==> config.mk <==
export PLATFORM = sky130hd
export DESIGN_NAME = mix_phase_flat
export DESIGN_NICKNAME = d
export VERILOG_FILES = /design/src/rtl/mix_phase_if.sv /design/src/rtl/mix_phase.sv /design/src/flat_wrapper.sv
export SDC_FILE = /design/constraint.sdc
export NUM_CORES = 2
export LEC_CHECK = 0
export ABC_AREA = 1
export ABC_CLOCK_PERIOD_IN_PS = 20500
export CORE_AREA = 2 2 608 610
export CTS_CLUSTER_DIAMETER = 50
export DETAILED_ROUTE_END_ITERATION = 16
export DIE_AREA = 0 0 610 612
export DONT_BUFFER_PORTS = 1
export PLACE_DENSITY_LB_ADDON = 0.25
export SLEW_MARGIN = 30
export SYNTH_ARGS = -nofsm -noshare
export SYNTH_HDL_FRONTEND = slang
export SYNTH_SLANG_ARGS = --single-unit
==> constraint.sdc <==
create_clock -name clk -period 20.5 [get_ports clk]
set_input_delay 4.1 -clock clk [delete_from_list [all_inputs] [get_ports clk]]
set_output_delay 4.1 -clock clk [all_outputs]
set_load 0.02 [all_outputs]
==> src/rtl/mix_phase_if.sv <==
// mix_phase_if: bundles the mix request, core-round handshake and result signals.
// Latency: none, wiring only.
// Backpressure: round_req/round_c are held by the master side of the core handshake until round_done.
interface mix_phase_if #(
  parameter int CWIDTH = 320,
  parameter int XWIDTH = 128
);
  logic              start;
  logic [127:0]      din;
  logic [1:0]        ds;
  logic [CWIDTH-1:0] cin;
  logic [XWIDTH-1:0] x;
  logic              round_req;
  logic [CWIDTH-1:0] round_c;
  logic [3:0]        round_idx;
  logic              round_done;
  logic [CWIDTH-1:0] round_cout;
  logic [CWIDTH-1:0] cout;
  logic              busy;
  logic              done;

  // Environment side: issues mixes and plays the core-round responder.
  modport master (
    output start, din, ds, cin, x, round_done, round_cout,
    input  round_req, round_c, round_idx, cout, busy, done
  );

  // Mixer side.
  modport slave (
    input  start, din, ds, cin, x, round_done, round_cout,
    output round_req, round_c, round_idx, cout, busy, done
  );
endinterface

==> src/rtl/mix_phase.sv <==
// mix_phase: keyed XOR mixing of a 130-bit {ds,din} into a 320-bit capacity over 13 steps, each followed by a core round.
// Latency: done is captured 1+13*(2+W) edges after the start edge, W = extra WAIT cycles before round_done.
// Backpressure: round_req/round_c held stable until round_done; start is ignored while a mix is in flight.
module mix_phase #(
  parameter int CWIDTH = 320,  // five 64-bit words; only 320 is supported
  parameter int XWIDTH = 128   // four 32-bit key words; only 128 is supported
) (
  input  logic         clk,
  input  logic         reset,
  mix_phase_if.slave   bus
);

  typedef enum logic [1:0] {IDLE, XOR, WAIT, DONE} state_t;

  state_t            state_q;
  state_t            state_d;
  logic [3:0]        step_q;
  logic [129:0]      m_q;
  logic [CWIDTH-1:0] cap_q;
  logic [CWIDTH-1:0] cap_xor;
  logic [XWIDTH-1:0] x_q;
  logic              res_vld_q;  // a completed result sits in cap_q
  logic [7:0]        base;
  logic [9:0]        seg;

  // State register; reset drops any mix in flight without a done pulse.
  always_ff @(posedge clk or posedge reset) begin
    if (reset) state_q <= IDLE;
    else       state_q <= state_d;
  end

  // Next-state logic; start only matters in IDLE, round_done only in WAIT.
  always_comb begin
    state_d = state_q;
    case (state_q)
      IDLE:    if (bus.start) state_d = XOR;
      XOR:     state_d = WAIT;
      WAIT:    if (bus.round_done) state_d = (step_q == 4'd12) ? DONE : XOR;
      DONE:    state_d = IDLE;
      default: state_d = IDLE;
    endcase
  end

  // Per-step key XOR: 10 message bits pick one key word for the low half of each capacity word.
  always_comb begin
    base    = {4'd0, step_q} * 8'd10;
    seg     = m_q[base +: 10];
    cap_xor = cap_q;
    for (int j = 0; j < 5; j++) begin
      cap_xor[64*j +: 32] = cap_q[64*j +: 32] ^ x_q[{seg[2*j +: 2], 5'd0} +: 32];
    end
  end

  // Datapath registers: input latch on start, key XOR, core-round result load, step count.
  always_ff @(posedge clk or posedge reset) begin
    if (reset) begin
      step_q    <= 4'd0;
      cap_q     <= '0;
      m_q       <= '0;
      x_q       <= '0;
      res_vld_q <= 1'b0;
    end else begin
      case (state_q)
        IDLE: begin
          if (bus.start) begin
            m_q       <= {bus.ds, bus.din};
            cap_q     <= bus.cin;
            x_q       <= bus.x;
            step_q    <= 4'd0;
            res_vld_q <= 1'b0;
          end
        end
        XOR: cap_q <= cap_xor;
        WAIT: begin
          if (bus.round_done) begin
            cap_q <= bus.round_cout;
            if (step_q != 4'd12) step_q <= step_q + 4'd1;
          end
        end
        DONE: res_vld_q <= 1'b1;
        default: ;
      endcase
    end
  end

  assign bus.round_req = (state_q == WAIT);
  assign bus.round_c   = cap_q;
  assign bus.round_idx = step_q;
  assign bus.busy      = (state_q == XOR) || (state_q == WAIT);
  assign bus.done      = (state_q == DONE);
  // Result is exposed during the done pulse and afterwards in IDLE until the next start reloads cap_q.
  assign bus.cout      = ((state_q == DONE) || ((state_q == IDLE) && res_vld_q)) ? cap_q : '0;

endmodule

==> src/flat_wrapper.sv <==
// flat-port wrapper written by rule: the top's interface ports become plain ports
module mix_phase_flat 
#(
  parameter int CWIDTH = 320,                                             
  parameter int XWIDTH = 128                                                  
)
  (clk, reset, bus_start, bus_din, bus_ds, bus_cin, bus_x, bus_round_done, bus_round_cout, bus_round_req, bus_round_c, bus_round_idx, bus_cout, bus_busy, bus_done);
  mix_phase_if #(.CWIDTH(CWIDTH), .XWIDTH(XWIDTH)) bus_i ();
  input  logic clk;
  input  logic reset;
  input wire logic [$bits(bus_i.start)-1:0] bus_start;
  input wire logic [$bits(bus_i.din)-1:0] bus_din;
  input wire logic [$bits(bus_i.ds)-1:0] bus_ds;
  input wire logic [$bits(bus_i.cin)-1:0] bus_cin;
  input wire logic [$bits(bus_i.x)-1:0] bus_x;
  input wire logic [$bits(bus_i.round_done)-1:0] bus_round_done;
  input wire logic [$bits(bus_i.round_cout)-1:0] bus_round_cout;
  output wire logic [$bits(bus_i.round_req)-1:0] bus_round_req;
  output wire logic [$bits(bus_i.round_c)-1:0] bus_round_c;
  output wire logic [$bits(bus_i.round_idx)-1:0] bus_round_idx;
  output wire logic [$bits(bus_i.cout)-1:0] bus_cout;
  output wire logic [$bits(bus_i.busy)-1:0] bus_busy;
  output wire logic [$bits(bus_i.done)-1:0] bus_done;
  assign bus_i.start = bus_start;
  assign bus_i.din = bus_din;
  assign bus_i.ds = bus_ds;
  assign bus_i.cin = bus_cin;
  assign bus_i.x = bus_x;
  assign bus_i.round_done = bus_round_done;
  assign bus_i.round_cout = bus_round_cout;
  assign bus_round_req = bus_i.round_req;
  assign bus_round_c = bus_i.round_c;
  assign bus_round_idx = bus_i.round_idx;
  assign bus_cout = bus_i.cout;
  assign bus_busy = bus_i.busy;
  assign bus_done = bus_i.done;
  mix_phase #(.CWIDTH(CWIDTH), .XWIDTH(XWIDTH)) u_core (.clk(clk), .reset(reset), .bus(bus_i));
endmodule
; After elaboration in Yosys (flattened, before gate mapping)
; Cells that the tools add are included.
[word_totals]
register_bits = 585
latchBits = 0
ram_bits = 0
mem_bits_ro = 0
input_bits = 902
out_inout_bits = 647
mem_count = 0
[op_classes]
n_addsub = 1
n_mul = 1
n_div = 0
order_cmp = 0
eq_ne = 8
shift = 6
n_mux = 14
bitwise_logic = 6
n_reduce_logical = 13
[op_table]
columns = operator, n
row1 = 320-bit two-way mux, 3
row2 = 320-bit case mux with 3 select lines, 1
row3 = 128-bit by 8-bit variable part select with 32-bit output, 5
row4 = 32-bit XOR, 5
row5 = 130-bit by 9-bit variable part select with 10-bit output, 1
row6 = 4-bit two-way mux, 3
row7 = 2-bit case mux with 4 select lines, 1
row8 = 4-bit case mux with 2 select lines, 1
row9 = 4-bit AND reduction, 2
row10 = "4-bit by 3-bit multiplier with 7-bit output, second input constant", 1
row11 = 2-bit two-way mux, 3
row12 = 2-bit AND reduction, 3
row13 = "4-bit by 1-bit adder with 4-bit output, second input constant", 1
row14 = "2-bit equality test, second input constant", 2
row15 = "4-bit equality test, second input constant", 1
row16 = "2-bit inequality test, second input constant", 2
row17 = "4-bit inequality test, second input constant", 1
row18 = 2-bit nonzero test, 2
row19 = 3-bit AND reduction, 1
row20 = 3-bit nonzero test, 1
row21 = "2-bit by 1-bit equality test with 1-bit output, second input constant", 1
row22 = 2-bit zero test, 1
row23 = 1-bit logical OR, 2
row24 = "2-bit by 1-bit inequality test with 1-bit output, second input constant", 1
row25 = other kinds (4), 4

; Logic depth before layout (Yosys ltp)
[logic_depth]
ltp_word = 5
depth_mapped = 15
depth_no_buf = 13

; Least setup slack after synthesis
; No wires, ideal clock.
[synth_timing]
path_kind = register to output
start = reg u_core.state_q[0]
end = out bus_cout[100]
t_arrival_ns = 1.702
t_required_ns = 16.400
path_slack_ns = 14.698
stages_incl_launch_ff = 6
path_cell_list = dfrtp_1 -> ha_1 -> a21oi_1 -> clkbuf_1 -> clkbuf_1 -> nor2_1
[synth_via]
elab_cells_between_ends = 5
[synth_lines]
columns = item, line_no
row1 = start: declaration, mix_phase.sv:15  ; state_t state_q;
row2 = start signal: assignment, mix_phase.sv:29  ; else state_q <= state_d;
row3 = 2-bit equality test, -
row4 = net bus_done, flat_wrapper.sv:23  ; output wire logic [$bits(bus_i.done)-1:0] bus_done;
row5 = 1-bit logical OR, mix_phase.sv:92  ; assign bus.cout = ((state_q == DONE) || ((state_q == IDLE) && res_vld_q)) ? cap_q : '0;
row6 = 320-bit two-way mux, mix_phase.sv:92
row7 = end: declaration, flat_wrapper.sv:21  ; output wire logic [$bits(bus_i.cout)-1:0] bus_cout;
; The timed path passes the listed nets, and every way through them passes these cells.

; Worst setup path after layout
[layout_timing]
start = reg u_core.state_q[0]
end = out bus_cout[134]
[layout_via]
elab_chain_len = 4
elab_cells_between_ends = 5
[layout_lines]
columns = item, line_no
row1 = 2-bit zero test, mix_phase.sv:92
row2 = 1-bit logical AND, mix_phase.sv:92
row3 = 1-bit logical OR (*), mix_phase.sv:92
row4 = 320-bit two-way mux (*), mix_phase.sv:92
; Every way passes the cells marked *; elsewhere a longest branch is shown, timed or not.

==> impl_results.md <==
- Run status: completed
- Data required time of the critical path: 16.40 ns
- Share of cells above drive strength 1: 7.48%
- Unrepaired setup endpoints after global routing: false
- #FFs+latches synth: 585
- Hold Crit Depth: 2
- Ys Warns: 0
- Number of instances resized during post-cts repair: 0
- Wire length of the first global-routing pass: 407 mm
- Final design utilization: 12.7%
- Number of levels in the clock H-tree: 4
- Vias in the first global route: 38000
- Most instantiated cells after synthesis: 1605 x nand2_1, 1056 x nand3_1, 585 x dfrtp_1
- Pin count of the biggest net entering global routing: 181
- Nets: 6024
- Reg2reg path depth: 12
- Total length of routed wires: 324 mm
- Detailed Route Iter0 Violations: 4546
- GRT Total Usage: 16.5%
- Count of mapped cells out of synthesis: 5281
- Number of antenna violations at the first check in global routing: 195
- Synth Area per Inst: 6.86 µm²
- Worst-case headroom to the max-slew limit: 27.7%
- Number of filler instances in the final layout: 42500
- Most instantiated flip-flop cell in the synthesis netlist: dfrtp_1
- Launching element type of the critical path: flop
- Core ar.: 0.367 mm²
- Clock input transition at the sequential cells of the worst setup and hold paths: 0.05 ns
- Die height: 612 µm
- Max Clock Skew: 0.0902 ns
- Area of all placed cells without fillers: 0.0467 mm²
- Final worst hold slack: 0.472 ns
- Pwr dens: 276 mW/mm²
- Via Count: 40700
- Number of distinct library cell variants in the gate-level netlist after synthesis: 28
- Port-buffer cells: 0
- Area share of the largest cell type after synthesis: 40.4%
- Worst setup path category: reg2out
- Timing-limited maximum frequency: 0.112 GHz
- Final HPWL from detailed placement: 256 mm
- Synthesized area: 0.0362 mm²
- Sum of negative setup slack: 0 ns
- Critical Path Sink Type: primary output
- Vias per std cell: 4.01
- Crit share post-route: 43.6%
- Number of hold buffers added after CTS: 0
- Worst Hold Class: reg2reg
- Worst Max-Slew Pin Slew: 1.09 ns
- Total nets after synthesis: 6190
- Endpoints failing setup: 0
- Routability-driven placement congestion ratio: 1.06
- Die Outline Area: 0.373 mm²
- Cell type with the highest aggregate area in the netlist: dfrtp_1
- CTS Root Buffer Type: clkbuf_16
- Share of async-settable or async-resettable flops after synthesis: 100%
- Later-pin clock latency in the skew report: 0.86 ns
- Synth-to-layout area growth: 29.0%
- IR drop worst, VDD: 0.000175 V
- Routed WL per cell: 31.9 µm
- Placed cell area: 0.0414 mm²
- Setup repair bufs after CTS: 0
- Number of iterations in the first detailed-routing pass: 6
- TritonCTS clock tree: built
- Remaining number of nets flagged by the antenna check after routing: 0
- Leftover overflow at the end of global routing: 0
- Overall die width: 610 µm
- Portion of the post-synthesis area used by sequential elements: 40.4%
- Final period demand of the worst path: 8.95 ns
- FP Rows: 223
- Critical path arrival: 4.85 ns
- Highest fanout seen on the critical path: 83
- Sum of internal, switching and leakage power: 12.9 mW
- CTS Buf Count: 141
- Reported max-cap violation count: 0
- Largest cells by area after synthesis: dfrtp_1 40%, nand2_1 17%, nand3_1 15%
- Number of enable flip-flop cells after synthesis: 0
- Starting utilization of the core area: 9.87%
- Number of sinks handled by clock tree synthesis: 585
- Static Leak: 21.1 nW
- Bufs on Longest Clock Path: 4
- Final Max Slew Viols: 0
- I/O pin count: 1549
- Number of failing hold endpoints at the final stage: 0
- Most common cell in the synthesized netlist: nand2_1
- Number of remaining DRC errors: 0
## cells in the final DEF (no fill, tap or decap), types with 24 or more instances in the layout
cell type	synthesis	routed
clkinvlp_4	0	24
clkbuf_16	0	144
dfrtp_1	585	583
a221oi_1	319	312
nor2_1	336	331
buf_4	58	82
a21oi_1	328	327
nand2_1	1605	1594
o21ai_0	61	61
nand3_1	1056	1054
diode_2	0	89
inv_1	544	543
## critical path, cell delays in order (launching register included)
cell	delay (ns)
dfrtp_1	0.42
inv_1	0.11
ha_1	0.31
a21oi_4	0.37
buf_4	0.61
buf_4	0.43
buf_4	0.65
buf_4	0.52
nor2_1	0.33
## logic make-up (layout without fill, tap and decap cells)
logic type               after synthesis  count (layout)  share of synthesized area (%)
AO/OA/AOI/OAI                        716             716                           13.2
XOR/XNOR                               2               2                         0.0483
adder cells (fa/ha/maj)                7               7                          0.242
buffers and inverters                961             906                           11.1
flip-flops                           585             585                           40.4
other                                  0              89                              0
AND/OR/NAND/NOR                     3010            3010                           35.0
## report_power, final
part	total (mW)	switching, mW	leakage [nW]	internal (mW)
registers	3.24	1.49	7.00	1.75
clock network	2.47	0.872	2.38	1.60
logic	7.21	5.47	11.7	1.74
total	12.9	7.83	21.1	5.09
## stage by stage
stage | worst slack (ns) | instances
final | 11.55 | 10200
after global placement | 12.58 | 9802
after CTS | 11.56 | 10100
after detailed placement | 12.56 | 9807
after global routing | 11.35 | 10100
after floorplan | 0.0304 | 5281
## worst paths after layout
kind | slack [ns] | from | to
min | 0.47 | u_core.m_q[103]$_DFFE_PP0P_ | u_core.m_q[103]$_DFFE_PP0P_
max reg2reg | 15.55 | u_core.bus.round_idx[0]$_DFFE_PP0P_ | u_core.bus.round_c[129]$_DFFE_PP0P_
max | 11.55 | u_core.state_q[0]$_DFFE_PP0P_ | bus_cout[134]
max in group asynchronous | 14.00 | reset | u_core.bus.round_c[319]$_DFFE_PP0P_
min in group asynchronous | 3.15 | reset | u_core.bus.round_c[151]$_DFFE_PP0P_
min reg2reg | 0.47 | u_core.m_q[103]$_DFFE_PP0P_ | u_core.m_q[103]$_DFFE_PP0P_
## registers in the layout (all words and copies together) (netlist names)
name,count
u_core.m_q,130
u_core.bus.round_idx,4
u_core.state_q,2
u_core.x_q,128
u_core.bus.round_c,320
u_core.res_vld_q,1
## final cells by class
cell class | instances | area (µm²) | area share (%)
diodes | 89 | 223 | 0.476
well taps | 4837 | 6050 | 12.9
clock buffers | 168 | 3810 | 8.16
repair buffers | 96 | 841 | 1.80
flip-flops and latches | 585 | 14600 | 31.3
inverters | 556 | 2120 | 4.55
multi-input cells | 3735 | 17800 | 38.2
clock inverters | 86 | 1210 | 2.59
## layer usage
metal  track usage (%)  wire length, µm  vias to the layer above
li1                  -                -                    17300
met1              17.2           112000                    20300
met2              29.0           163000                     2437
met3              5.97            31500                      620
met4              8.28            17100                       58
met5                 0              384                        -
Note: power is estimated with default switching activity, not from simulation.
